### config.mk
export PLATFORM = sky130hd
export DESIGN_NAME = conv2d
export DESIGN_NICKNAME = d
export VERILOG_FILES = /design/src/rtl/conv2d.sv
export SDC_FILE = /design/constraint.sdc
export NUM_CORES = 2
export LEC_CHECK = 0
export BUFFER_PORTS_ARGS = -buffer_cell sky130_fd_sc_hd__buf_4
export CELL_PAD_IN_SITES_DETAIL_PLACEMENT = 1
export CELL_PAD_IN_SITES_GLOBAL_PLACEMENT = 2
export CORE_ASPECT_RATIO = 0.5
export CORE_MARGIN = 2
export CORE_UTILIZATION = 36
export CTS_CLUSTER_SIZE = 40
export DETAILED_ROUTE_END_ITERATION = 10
export PLACE_DENSITY_LB_ADDON = 0.1
export SYNTH_ARGS = -nofsm -noshare
export SYNTH_HDL_FRONTEND = slang
export SYNTH_SLANG_ARGS = --single-unit
### constraint.sdc
create_clock -name clk -period 13.1 [get_ports clk]
set_input_delay 2.62 -clock clk [delete_from_list [all_inputs] [get_ports clk]]
set_output_delay 2.62 -clock clk [all_outputs]
set_load 0.01 [all_outputs]
### src/rtl/conv2d.sv
// Sequential 2-D convolution engine. It performs one signed multiply-accumulate
// per cycle over a captured input map and kernel, and writes each finished
// output element into its own slot of the result bus.
module conv2d #(
  parameter int IN_CH    = 1,
  parameter int OUT_CH   = 1,
  parameter int K_H      = 3,
  parameter int K_W      = 3,
  parameter int STRIDE_H = 1,
  parameter int STRIDE_W = 1,
  parameter int PAD_H    = 0,
  parameter int PAD_W    = 0,
  parameter int PAD_VAL  = 0,
  parameter int IN_H     = 5,
  parameter int IN_W     = 5,
  parameter int DATA_W   = 8,
  localparam int OUT_H   = (IN_H + 2*PAD_H - K_H) / STRIDE_H + 1,
  localparam int OUT_W   = (IN_W + 2*PAD_W - K_W) / STRIDE_W + 1,
  localparam int ACC_W   = 2*DATA_W + $clog2(IN_CH*K_H*K_W)
) (
  input  logic                                    clk,
  input  logic                                    rst_n,
  input  logic                                    start,
  input  logic [IN_CH*IN_H*IN_W*DATA_W-1:0]       in,
  input  logic [OUT_CH*IN_CH*K_H*K_W*DATA_W-1:0]  kernel,
  output logic [OUT_CH*OUT_H*OUT_W*ACC_W-1:0]     out,
  output logic                                    busy,
  output logic                                    done
);

  localparam int IN_N  = IN_CH*IN_H*IN_W;
  localparam int K_N   = OUT_CH*IN_CH*K_H*K_W;
  localparam int OUT_N = OUT_CH*OUT_H*OUT_W;
  localparam logic signed [DATA_W-1:0] PAD_V = DATA_W'(PAD_VAL);

  typedef enum logic [1:0] {IDLE, MAC, DONE} state_e;

  state_e state_q, state_d;
  int oc_q, r_q, c_q, ic_q, kr_q, kc_q;
  int oc_d, r_d, c_d, ic_d, kr_d, kc_d;
  logic signed [ACC_W-1:0]    acc_q, acc_d, sum;
  logic [OUT_N*ACC_W-1:0]     out_q, out_d;
  logic [IN_N*DATA_W-1:0]     in_q;
  logic [K_N*DATA_W-1:0]      kern_q;
  logic                       capture;

  int y, x, out_idx;
  logic in_bounds;
  logic signed [DATA_W-1:0]   pix, wgt;
  logic signed [2*DATA_W-1:0] prod;
  logic kc_wrap, kr_wrap, ic_wrap, c_wrap, r_wrap, oc_wrap;

  // Operand fetch for the current tap; positions outside the map read PAD_V.
  always_comb begin
    y         = r_q*STRIDE_H + kr_q - PAD_H;
    x         = c_q*STRIDE_W + kc_q - PAD_W;
    in_bounds = (y >= 0) && (y < IN_H) && (x >= 0) && (x < IN_W);
    pix       = PAD_V;
    if (in_bounds) pix = in_q[(IN_N-1-((ic_q*IN_H + y)*IN_W + x))*DATA_W +: DATA_W];
    wgt       = kern_q[(K_N-1-(((oc_q*IN_CH + ic_q)*K_H + kr_q)*K_W + kc_q))*DATA_W +: DATA_W];
    prod      = pix * wgt;
    sum       = acc_q + ACC_W'(prod);
    out_idx   = (oc_q*OUT_H + r_q)*OUT_W + c_q;
  end

  assign kc_wrap = (kc_q == K_W-1);
  assign kr_wrap = kc_wrap && (kr_q == K_H-1);
  assign ic_wrap = kr_wrap && (ic_q == IN_CH-1);
  assign c_wrap  = ic_wrap && (c_q == OUT_W-1);
  assign r_wrap  = c_wrap && (r_q == OUT_H-1);
  assign oc_wrap = r_wrap && (oc_q == OUT_CH-1);

  // NOTE: every signal written here gets a default first, so no path can infer a latch.
  always_comb begin
    state_d = state_q;
    oc_d = oc_q; r_d = r_q; c_d = c_q; ic_d = ic_q; kr_d = kr_q; kc_d = kc_q;
    acc_d   = acc_q;
    out_d   = out_q;
    capture = 1'b0;
    busy    = 1'b0;
    done    = 1'b0;
    case (state_q)
      IDLE: begin
        if (start) begin
          capture = 1'b1;
          acc_d   = '0;
          oc_d = 0; r_d = 0; c_d = 0; ic_d = 0; kr_d = 0; kc_d = 0;
          state_d = MAC;
        end
      end
      MAC: begin
        busy  = 1'b1;
        acc_d = sum;
        kc_d  = kc_wrap ? 0 : kc_q + 1;
        if (kc_wrap) kr_d = kr_wrap ? 0 : kr_q + 1;
        if (kr_wrap) ic_d = ic_wrap ? 0 : ic_q + 1;
        if (ic_wrap) begin
          c_d   = c_wrap ? 0 : c_q + 1;
          out_d[(OUT_N-1-out_idx)*ACC_W +: ACC_W] = sum;
          acc_d = '0;
        end
        if (c_wrap) r_d  = r_wrap ? 0 : r_q + 1;
        if (r_wrap) oc_d = oc_wrap ? 0 : oc_q + 1;
        if (oc_wrap) state_d = DONE;
      end
      DONE: begin
        done    = 1'b1;
        state_d = IDLE;
      end
      default: state_d = IDLE;
    endcase
  end

  // NOTE: sequential state uses non-blocking assignments so all registers update together.
  always_ff @(posedge clk or negedge rst_n) begin
    if (!rst_n) begin
      state_q <= IDLE;
      oc_q <= 0; r_q <= 0; c_q <= 0; ic_q <= 0; kr_q <= 0; kc_q <= 0;
      acc_q   <= '0;
      out_q   <= '0;
    end else begin
      state_q <= state_d;
      oc_q <= oc_d; r_q <= r_d; c_q <= c_d; ic_q <= ic_d; kr_q <= kr_d; kc_q <= kc_d;
      acc_q   <= acc_d;
      out_q   <= out_d;
    end
  end

  // NOTE: the operand copies are not reset; they are always loaded before a job reads them.
  always_ff @(posedge clk) begin
    if (capture) begin
      in_q   <= in;
      kern_q <= kernel;
    end
  end

  assign out = out_q;

endmodule

After elaboration in Yosys (flattened, before gate mapping)
Cells that the tools add are included.
- bits in registers: 666
- output and inout port bits: 182
- mux-type cells: 30
- $mul: 8
- equality and inequality tests: 13
- reductions and logical operators: 20
- shift operators: 4
- magnitude comparators: 4
- add/sub/neg operators: 20
- operator list (kind ; number):
    $mux W32 ; 12
    $pmux W32 S2 ; 6
    $add A32 B32 Y32 ; 7
    $shiftx A200 B32 Y8 ; 1
    $add A32 B2 Y32 const B ; 6
    $bwmux W180 ; 1
    $shift A20 B33 Y180 const A ; 1
    $shiftx A20 B33 Y180 ; 1
    $eq A32 B3 Y1 const B ; 4
    $mul A32 B3 Y32 const B ; 3
    $shiftx A72 B32 Y8 ; 1
    $ge A32 B1 Y1 const B ; 2
    $logic_not A32 Y1 ; 2
    $lt A32 B4 Y1 const B ; 2
    $add A29 B29 Y29 ; 2
    $mux W20 ; 2
    $pmux W20 S2 ; 1
    $neg A32 Y33 ; 1
    $mul A32 B3 Y29 const B ; 1
    $mul A32 B4 Y29 const B ; 1
    $mul A32 B4 Y30 const B ; 1
    $mul A32 B4 Y32 const B ; 1
    $sub A5 B32 Y32 const A ; 1
    $sub A5 B29 Y29 const A ; 1
    other kinds (15) ; 38

Depth between registers and ports, before layout
- word-level depth: 11
- mapped depth: 55

Worst setup path after synthesis
Ideal clock, no wire load.
- path type: reg-to-reg
- from: register r_q[0] in the netlist's numbering
- to: register out_q[150] (netlist: out[150])
- required time: 13035 ps
- path buffers: 2
- library setup time: 65 ps
- data arrival time: 14032 ps
- cell stages (with the launch flop): 52
- period minus slack after synthesis: 14098 ps
- path slack: -998 ps
- cells stage by stage: dfrtp_1 -> ha_1 -> fa_1 -> a21o_1 -> a21oi_1 -> xnor2_1 -> fa_1 -> ha_1 -> a21oi_1 -> xnor2_1 -> ha_1 -> ha_1 -> ha_1 -> inv_1 -> ha_1 -> ha_1 -> xnor2_1 -> nor3_1 -> (+16 left out) -> fa_1 -> inv_1 -> fa_1 -> inv_1 -> ha_1 -> o21ai_0 -> a21boi_0 -> o21ai_0 -> a21boi_0 -> o2111ai_1 -> a31oi_1 -> mux2_2 -> a21oi_1 -> a21oi_1 -> mux2_2 -> or2_2 -> o22ai_1 -> mux2_2
- cells in the longest elaborated chain, start to end: 11
- elaborated cells between the ends (all ways): 23
- classes of those cells: add/sub (9); mul (4); order compare (2); shift (3); mux (2); reduce/logical (3)
- ends and longest elaborated chain (item ; RTL line ; source):
    from (decl) ; 39 ; int oc_q, r_q, c_q, ic_q, kr_q, kc_q;
    from (signal assigned) ; 118 ; oc_q <= 0; r_q <= 0; c_q <= 0; ic_q <= 0; kr_q <= 0; kc_q <= 0;
    from (signal assigned) ; 123 ; oc_q <= oc_d; r_q <= r_d; c_q <= c_d; ic_q <= ic_d; kr_q <= kr_d; kc_q <= kc_d;
    $add A32 B32 Y32 ; 55 ; y = r_q*STRIDE_H + kr_q - PAD_H;
    $add A32 B32 Y32 ; 59 ; if (in_bounds) pix = in_q[(IN_N-1-((ic_q*IN_H + y)*IN_W + x))*DATA_W +: DATA_W];
    $mul A32 B4 Y29 ; 59 ;
    $add A29 B29 Y29 ; 59 ;
    $sub A6 B29 Y29 ; 59 ;
    $shiftx A200 B32 Y8 ; 59 ;
    $mux W8 ; 59 ;
    $mul A8 B8 Y16 ; 61 ; prod = pix * wgt;
    $add A20 B16 Y20 ; 62 ; sum = acc_q + ACC_W'(prod);
    $shiftx A20 B33 Y180 ; 99 ; out_d[(OUT_N-1-out_idx)*ACC_W +: ACC_W] = sum;
    $bwmux W180 * ; 99 ;
    to (signal assigned) ; 125 ; out_q <= out_d;
    to (decl) ; 42 ; logic [OUT_N*ACC_W-1:0] out_q, out_d;
Every way passes the cells marked *; elsewhere a longest branch is shown, timed or not.
A chain may end at the register's enable or synchronous reset.

Worst setup path after layout
- from: register r_q[0] in the netlist's numbering
- to: register out_q[31] (netlist: out[31])
The elaborated chain is that of the path after synthesis.

==> flow_summary.yaml <==
floorplan:
  fp.dieH_um: 259.3
  die_area_sq_um: 133400
  ioPinCount: 457
  fp-row-count: 93
  start_util_pct: 36.36
  die_w_um: 514.6
  core_sq_um: 129000
worst_setup_path:
  critPathArrivalTime_ps: 12990
  reg2reg_slack_ps: 650
  max_stage_delay_ps: 580
  worstSetupStartpointType: "flip-flop"
  rr_endpoint: "out[31]$_DFFE_PN0P_"
  crit_required_ps: 13640
  crit_slowest_cell: "or4b_4"
  crit_type: "reg2reg"
  r2r_cells: 52
  crit_path_frequent_cell: "ha_1"
  r2r-start: "r_q[0]$_DFFE_PN0P_"
  critPathMaxFanout: 5
  end_kind: "flip-flop"
clock_tree:
  clock_path_buffers: 3
  insertion_delay_ps: 690
  cts-buffers-inserted: 70
  root_buffer: "clkbuf_16"
  cts.sinks: 666
  cts_tree: "built"
  path_clk_slew_ps: 70
  htreeDepth: 3
yosys:
  async_reset_ff_share_pct: 59.16
  avgSynthCellArea_sq_um: 10.23
  ys_types: 98
  postSynthCellCount: 4587
  ys_warn_count: 0
  synthTopCellsByArea: "dfrtp_1 21%, edfxtp_1 17%, ha_1 10%"
  yosysSeqAreaShare_pct: 38.42
  synthesis.nets: 5410
  yosysTopAreaCell: "dfrtp_1"
  netlist.area_leader.share_pct: 21.01
  synthesis.area_sq_um: 46920
  synth_commonest_cells: "474 x inv_1, 394 x dfrtp_1, 386 x ha_1"
  synth-seq-cells: 666
  synth_edf_count: 272
  post-synth-top-count-cell: "inv_1"
  yosys_most_used_dff: "dfrtp_1"
routing:
  wl_um: 160600
  dr.first_iter.drc_count: 2229
  drt_pass1_iterations: 5
  drc_errors: 0
  wl_per_cell_um: 23.06
  drtAntennaViolNets: 0
  vias: 37800
  via_per_inst: 5.427
timing:
  fin_skew_ps: 39.34
  tightest_slew_ps: 1082
  max_freq_mhz: 80.34
  setup_viol: 0
  timing.hold.ws_ps: 486.5
  fin_crit_sh_pct: 95.02
  hold_viol: 0
  finalWorstSetupSlack_ps: 652.4
  slew_viol_final: 0
  slew_headroom_pct: 27.89
  fin_crit_ps: 12450
place:
  portBuffers: 456
  place_area_sq_um: 53640
  dp_slack_ps: -353.2
  dp_hpwl_um: 128400
  place_congestion: 0.8931
power_and_ir_drop:
  power_mw: 4.396
  peakVddDrop_uv: 83.75
  leakage_nw: 25.79
  power_density_nw_per_um2: 77.94
layout:
  fin_util_pct: 43.71
  nets: 6021
  layout-area-overhead-vs-synth_pct: 20.22
  finalInstanceArea_sq_um: 56410
  drive_above_1_share_pct: 19.95
  num-fill-cells: 14210
worst_hold_path:
  hold_depth: 2
  worstHoldPathType: "reg2reg"
  worstHoldEndpoint: "out[141]$_DFFE_PN0P_"
  min_from: "out[141]$_DFFE_PN0P_"
global_routing:
  grt_usage_pct: 24.06
  grt_pass1_vias: 40760
  grt_max_degree: 163
  antenna_found_initial: 5
  globalRouteOverflowTotal: 0
  grt_pass1_wl_um: 247100
flow_run:
  maxCapViolCount: 0
outcome:
  status: "complete, no violations"
worst max-delay path: cells and delay by family, from the launching register on:
family | cells | cell delay [ps]
fa+ha+maj | 14 | 5260
simple gates | 11 | 2330
compound gates | 9 | 1840
xor+xnor | 8 | 1200
buf+inv | 8 | 760
mux | 2 | 530
flops | 1 | 390
power breakdown:
group          internal [mW]  switching [mW]
combinational         0.0519          0.0385
sequential              2.17               0
clock                   1.17           0.963
cells by family after synthesis:
| logic type | Yosys count | synth area share [%] |
|---|---|---|
| flip-flops | 666 | 38.42 |
| buffers and inverters | 592 | 4.741 |
| multiplexers | 272 | 8.109 |
| AND/OR/NAND/NOR | 1339 | 13.91 |
| XOR/XNOR | 295 | 5.536 |
| AO/OA/AOI/OAI | 875 | 12.08 |
| adder cells (fa/ha/maj) | 548 | 17.21 |
flip-flops by register name, indices dropped and copies added (netlist names):
name / count
c_q: 32
state_q: 2
kr_q: 32
kern_q: 72
ic_q: 32
in_q: 200
acc_q: 20
out: 180
r_q: 32
oc_q: 32
kc_q: 32
per-layer routing:
metal	vias to the layer above	global-route usage [%]	wire length [um]
met5	-	0	0
met4	0	5.810	3549
met3	177	4.732	8673
met2	777	39.40	74450
met1	19220	32.78	73910
li1	17620	-	-
worst max path at each step:
stage	start	endpoint	slack [ps]	cells past startpoint
2_1_floorplan	r_q[0]$_DFFE_PN0P_	out[150]$_DFFE_PN0P_	40	51
3_3_place_gp	r_q[0]$_DFFE_PN0P_	out[150]$_DFFE_PN0P_	20	55
3_5_place_dp	r_q[0]$_DFFE_PN0P_	out[150]$_DFFE_PN0P_	-350	55
4_1_cts	r_q[0]$_DFFE_PN0P_	out[150]$_DFFE_PN0P_	10	55
5_1_grt	kr_q[0]$_DFFE_PN0P_	out[116]$_DFFE_PN0P_	-40	60
6_report	r_q[0]$_DFFE_PN0P_	out[31]$_DFFE_PN0P_	650	52
final cells by class:
cell class                 instances  area [sq um]  share of cell area [%]
sequential                       666         18030                   31.97
antenna                            2         5.005                0.008873
tap                             1710          2140                   3.793
clock inverter                    38         494.2                  0.8762
timing repair buffer             656          4965                   8.802
multi-input combinational       3329         27050                   47.96
inverter                         475          1790                   3.174
clock buffer                      89          1927                   3.416
per-stage QoR:
| stage | setup TNS [ps] | cells |
|---|---|---|
| finish | 0 | 6965 |
| floorplan | 0 | 4587 |
| global route | -429.0 | 6964 |
| detailed placement | -3428 | 6833 |
| CTS | 0 | 6961 |
| global placement | 0 | 6833 |
timing repair:
action / CTS / global route
resized for setup: 10 / 64
endpoints found under the setup margin: 59 / 180
gates cloned: 0 / 0
buffers inserted: 1 / 2
hold buffers: 0 / 0
endpoints found under the hold margin: 0 / 0
pin swaps: 2 / 14
layout by cell type, fill, tap and decap left out, types with 30 or more instances in the layout:
cell type	n
fa_1	161
xor2_1	115
and3_1	63
xnor2_1	172
nor2b_1	30
o22ai_1	55
nor3_1	72
edfxtp_1	272
nand3_1	122
or3_1	58
mux4_2	72
o21ai_0	221
clkbuf_16	73
nor4_1	61
dfrtp_1	389
inv_1	473
buf_4	651
nand2b_1	40
nor2_1	340
a21o_1	59
ha_1	383
nand4_1	58
a21oi_1	184
o21a_1	33
nand2_1	375
mux2_2	106
mux2_1	36
mux2i_1	51
Power figures use the tool's default switching activity.
